### src/rtl/pc_seq_pkg.sv
// rtl/pc_seq_pkg.sv - shared state encoding and default parameters for the PC sequencer
package pc_seq_pkg;

  typedef enum logic [1:0] {
    ST_IDLE  = 2'd0,
    ST_RUN   = 2'd1,
    ST_STALL = 2'd2,
    ST_HALT  = 2'd3
  } state_t;

  localparam int              PC_W_DEFAULT     = 32;
  localparam int              INCR_DEFAULT     = 4;
  localparam logic [31:0]     RESET_PC_DEFAULT = 32'h0000_0000;

endpackage

### src/rtl/pc_next_sel.sv
// rtl/pc_next_sel.sv - next-PC priority selection and redirect alignment check
import pc_seq_pkg::*;

module pc_next_sel #(
  parameter int PC_W = PC_W_DEFAULT,
  parameter int INCR = INCR_DEFAULT
) (
  input  state_t            state,
  input  logic [PC_W-1:0]   pc,
  input  logic              accept,
  input  logic              redirect_valid,
  input  logic [PC_W-1:0]   redirect_target,
  output logic [PC_W-1:0]   next_pc,
  output logic              pc_load,
  output logic              misaligned
);

  logic active_redirect;
  logic target_unaligned;

  // Redirects are dead once halted; the error flag only reacts to live ones.
  assign active_redirect  = redirect_valid && (state != ST_HALT);
  assign target_unaligned = (redirect_target & PC_W'(INCR - 1)) != '0;
  assign misaligned       = active_redirect && target_unaligned;

  always_comb begin
    next_pc = pc;
    pc_load = 1'b0;
    if (misaligned) begin
      next_pc = pc;
      pc_load = 1'b0;
    end else if (active_redirect) begin
      next_pc = redirect_target;
      pc_load = 1'b1;
    end else if (accept) begin
      next_pc = pc + PC_W'(INCR);
      pc_load = 1'b1;
    end
  end

endmodule

### src/rtl/pc_sequencer.sv
// rtl/pc_sequencer.sv - PC register, fetch handshake FSM and accepted-fetch counter
import pc_seq_pkg::*;

module pc_sequencer #(
  parameter int              PC_W     = PC_W_DEFAULT,
  parameter logic [PC_W-1:0] RESET_PC = PC_W'(RESET_PC_DEFAULT),
  parameter int              INCR     = INCR_DEFAULT
) (
  input  logic              clk,
  input  logic              reset_n,
  input  logic              start,
  input  logic              stall,
  input  logic              halt_req,
  input  logic              redirect_valid,
  input  logic [PC_W-1:0]   redirect_target,
  output logic              fetch_valid,
  output logic [PC_W-1:0]   fetch_addr,
  input  logic              fetch_ready,
  output logic [15:0]       fetch_count,
  output logic              halted,
  output logic              misaligned_err
);

  state_t          state;
  state_t          state_nxt;
  logic [PC_W-1:0] pc;
  logic [PC_W-1:0] next_pc;
  logic            pc_load;
  logic            misaligned;
  logic            accept;

  assign accept     = (state == ST_RUN) && fetch_ready;
  assign fetch_addr = pc;

  pc_next_sel #(
    .PC_W (PC_W),
    .INCR (INCR)
  ) u_next_sel (
    .state           (state),
    .pc              (pc),
    .accept          (accept),
    .redirect_valid  (redirect_valid),
    .redirect_target (redirect_target),
    .next_pc         (next_pc),
    .pc_load         (pc_load),
    .misaligned      (misaligned)
  );

  // Halt and stall leave RUN only on an accepting edge so a pending request is never retracted.
  always_comb begin
    state_nxt = state;
    if (misaligned) begin
      state_nxt = ST_HALT;
    end else if (!(redirect_valid && state != ST_HALT)) begin
      case (state)
        ST_IDLE: begin
          if (halt_req)   state_nxt = ST_HALT;
          else if (start) state_nxt = ST_RUN;
        end
        ST_RUN: begin
          if (accept) begin
            if (halt_req)   state_nxt = ST_HALT;
            else if (stall) state_nxt = ST_STALL;
          end
        end
        ST_STALL: begin
          if (halt_req)    state_nxt = ST_HALT;
          else if (!stall) state_nxt = ST_RUN;
        end
        default: state_nxt = ST_HALT;
      endcase
    end
  end

  always_ff @(posedge clk or negedge reset_n) begin
    if (!reset_n) begin
      state          <= ST_IDLE;
      pc             <= RESET_PC;
      fetch_count    <= 16'd0;
      fetch_valid    <= 1'b0;
      halted         <= 1'b0;
      misaligned_err <= 1'b0;
    end else begin
      state       <= state_nxt;
      fetch_valid <= (state_nxt == ST_RUN);
      halted      <= (state_nxt == ST_HALT);
      if (pc_load)    pc             <= next_pc;
      if (accept)     fetch_count    <= fetch_count + 16'd1;
      if (misaligned) misaligned_err <= 1'b1;
    end
  end

endmodule

### config.mk
export PLATFORM = sky130hd
export DESIGN_NAME = pc_sequencer
export DESIGN_NICKNAME = d
export VERILOG_FILES = /design/src/rtl/pc_seq_pkg.sv /design/src/rtl/pc_next_sel.sv /design/src/rtl/pc_sequencer.sv
export SDC_FILE = /design/constraint.sdc
export NUM_CORES = 1
export LEC_CHECK = 0
export CAP_MARGIN = 10
export CORE_MARGIN = 3
export CORE_UTILIZATION = 35
export DETAILED_ROUTE_END_ITERATION = 6
export GPL_TIMING_DRIVEN = 0
export SLEW_MARGIN = 40
export SYNTH_ARGS = -nofsm -noshare
export SYNTH_HDL_FRONTEND = slang
export SYNTH_SLANG_ARGS = --single-unit
### constraint.sdc
create_clock -name clk -period 2.5 [get_ports clk]
set_clock_uncertainty 0.05 [all_clocks]
set_input_delay 0.5 -clock clk [delete_from_list [all_inputs] [get_ports clk]]
set_output_delay 0.5 -clock clk [all_outputs]
set_load 0.05 [all_outputs]
==> flow_summary.ini <==
[outcome]
outcome = completed

[critical_path]
crit_path_start_kind = register
crit_chain = ha_1, nand4_1, nor3_2, nand4_1, or3_1, nand3_1
slowest_stage = nor3_2
worstSetupPathType = register to register
path_common_cell = nand4_1
cpPeakStageDelay_ns = 0.61
arrival_ns = 2.50
critPathMaxFanout = 9
cp.required_ns = 2.71
end_kind = register

[cts]
cts-root-buf = clkbuf_8
cts_buffers = 5
clock_sinks = 53
clockBufferDepth = 2
cts.htree.levels = 2
clk_pin_slew_ns = 0.10
cts_tree = yes
insertion_delay_ns = 0.31
post_cts_buffers = 0

[floorplan]
die_h_um = 97.9
num_io_pins = 90
dieWidth_um = 97.9
die-area_sq_um = 9580
core_area_sq_um = 7970
rows = 32
initial_utilization = 0.371

[placement]
placed_cells = 515
hpwl_um = 6660
port_buffers = 88
gp_congestion = 0.856

[job]
maxCapViolCount = 0

[synth]
synth_warnings = 0
yosys.area.top_type = dfrtp_1
synth_top_area_share = 0.449
syn_area_sq_um = 2950
ys_ff_latch = 53
yosysUniqueCellTypes = 55
synth-main-ff-cell = dfrtp_1
synth_most_common_cell = dfrtp_1
syn_nets = 365
synth-edff-count = 0
synth-seq-area-share = 0.449
synthTopCellsByCount = dfrtp_1, a21oi_1, nand2_1
synth.avg_cell_area_sq_um = 9.12
synthCells = 324
yosys-top-cells-area = dfrtp_1, a21oi_1, nand2_1, nor2_1, xnor2_1
async_reset_ff_frac = 1.00

[timing]
finalHoldViolCount = 0
final_max_slew_viol_count = 0
fmax_mhz = 436
fin_crit_ns = 2.30
rsz0062_at_grt = no
tightestPinTransition_ns = 0.724
setup_viol = 0
holdWs_ns = 0.421
fin_crit_sh = 0.918
slew_headroom = 0.513

[layout]
finish.utilization = 0.513
nets = 462
area_growth_pct = 38.4
layout-drive-gt1-share = 0.0711
antenna_cells = 0
finalNonFillerCells = 524

[power_and_ir_drop]
leakage_nw = 1.64
power_density_nw_per_um2 = 920
ir_worst_vdd_v = 0.000429

[detailed_routing]
dr.pass1.iters = 4
wl_per_cell_um = 17.0
drtAntennaViolNets = 0
drt_first_iter_violations = 144
drc_errors = 0
vias_per_cell = 5.44
wl_um = 8920
vias = 2851

[global_route]
antenna_found_initial = 0
grt_pass1_wl_um = 14500
grt_overflow = 0
grt_use_total = 0.186
grt_max_degree = 36
grt_pass1_vias = 2779

[worst_hold_path]
hold_class = register to register
## metrics by stage
stage | area, sq um | power, mW | worst slack [ns] | setup TNS [ns]
2_1_floorplan | 2950 | 2.57 | 0.133 | 0
3_3_place_gp | 3960 | 3.24 | -0.895 | -47.50
3_5_place_dp | 3980 | 3.27 | -0.0913 | -0.746
4_1_cts | 4080 | 3.79 | 0.223 | 0
5_1_grt | 4090 | 3.96 | 0.0435 | 0
6_report | 4090 | 3.76 | 0.204 | 0
## cells by family after synthesis
group	synth area share
flip-flops	0.449
AO/OA/AOI/OAI	0.213
XOR/XNOR	0.0445
adder cells (fa/ha/maj)	0.0119
buffers and inverters	0.0326
multiplexers	0.00720
AND/OR/NAND/NOR	0.241
## state kept, by name (all words and copies together), names as in the netlist
register and flops:
fetch_addr 32, halted 1, fetch_valid 1, misaligned_err 1
fetch_count 16, state 2
## report_power, final
group | switching (mW) | leakage [nW] | internal [mW]
sequential | 0.327 | 0.635 | 1.07
combinational | 1.20 | 0.959 | 0.657
clock | 0.305 | 0.0481 | 0.200
## cells in the final DEF (no fill, tap or decap), types with 4 or more instances in the layout
cell,netlist,layout
nand4_1,13,13
clkdlybuf4s50_1,0,87
a2bb2oi_1,4,4
inv_1,7,7
nor2_1,26,26
dfrtp_1,53,53
a311oi_1,5,5
buf_2,5,5
o21ai_1,13,13
and2_1,7,7
nor3_1,6,6
nand3_1,16,16
clkbuf_1,10,10
o22ai_1,9,9
and3_1,12,12
a31oi_1,4,4
xnor2_1,10,10
a21oi_1,34,34
clkbuf_8,0,5
nand2_1,29,29
o21ai_0,10,10
xor2_1,5,5
## per-layer routing
layer,vias up,part of all wire,track usage
met2,80,0.48,0.308
met5,-,0,0
met3,6,0.049,0.0300
li1,1399,-,-
met1,1366,0.46,0.254
met4,0,0.0094,0.0437
## area by class of cell
type                       instances  area [sq um]
tap                              102           128
fill                             769          3880
multi-input combinational        248          1540
clock buffer                       5          68.8
clock inverter                     3          22.5
timing repair buffer              90           908
buffer                            16          70.1
sequential                        53          1330
inverter                           7          26.3
## worst max-delay path, delay by kind of cell, from the launching register on
family / cells / cell delay [ns]
adder cells (fa/ha/maj): 1 / 0.26
flip-flops: 1 / 0.47
AND/OR/NAND/NOR: 5 / 1.46
## final timing paths
kind	slack, ns	from	to	depth (start not counted)
setup / recovery	0.20	fetch_addr[2]	fetch_addr[22]	6
hold / removal	0.42	fetch_count[15]	fetch_count[15]	1
setup reg to reg	0.20	fetch_addr[2]	fetch_addr[22]	6
hold reg to reg	0.42	fetch_count[15]	fetch_count[15]	1
max in group asynchronous	1.38	reset_n	fetch_addr[13]	3
min in group asynchronous	0.55	reset_n	fetch_addr[5]	2
## timing repair
item | 4_1_cts | 5_1_grt
hold buffers | 1 | 0
hold endpoints to repair | 8 | 0
endpoints found under the setup margin | 0 | 1
resized for setup | 0 | 1
Power figures use the tool's default switching activity.
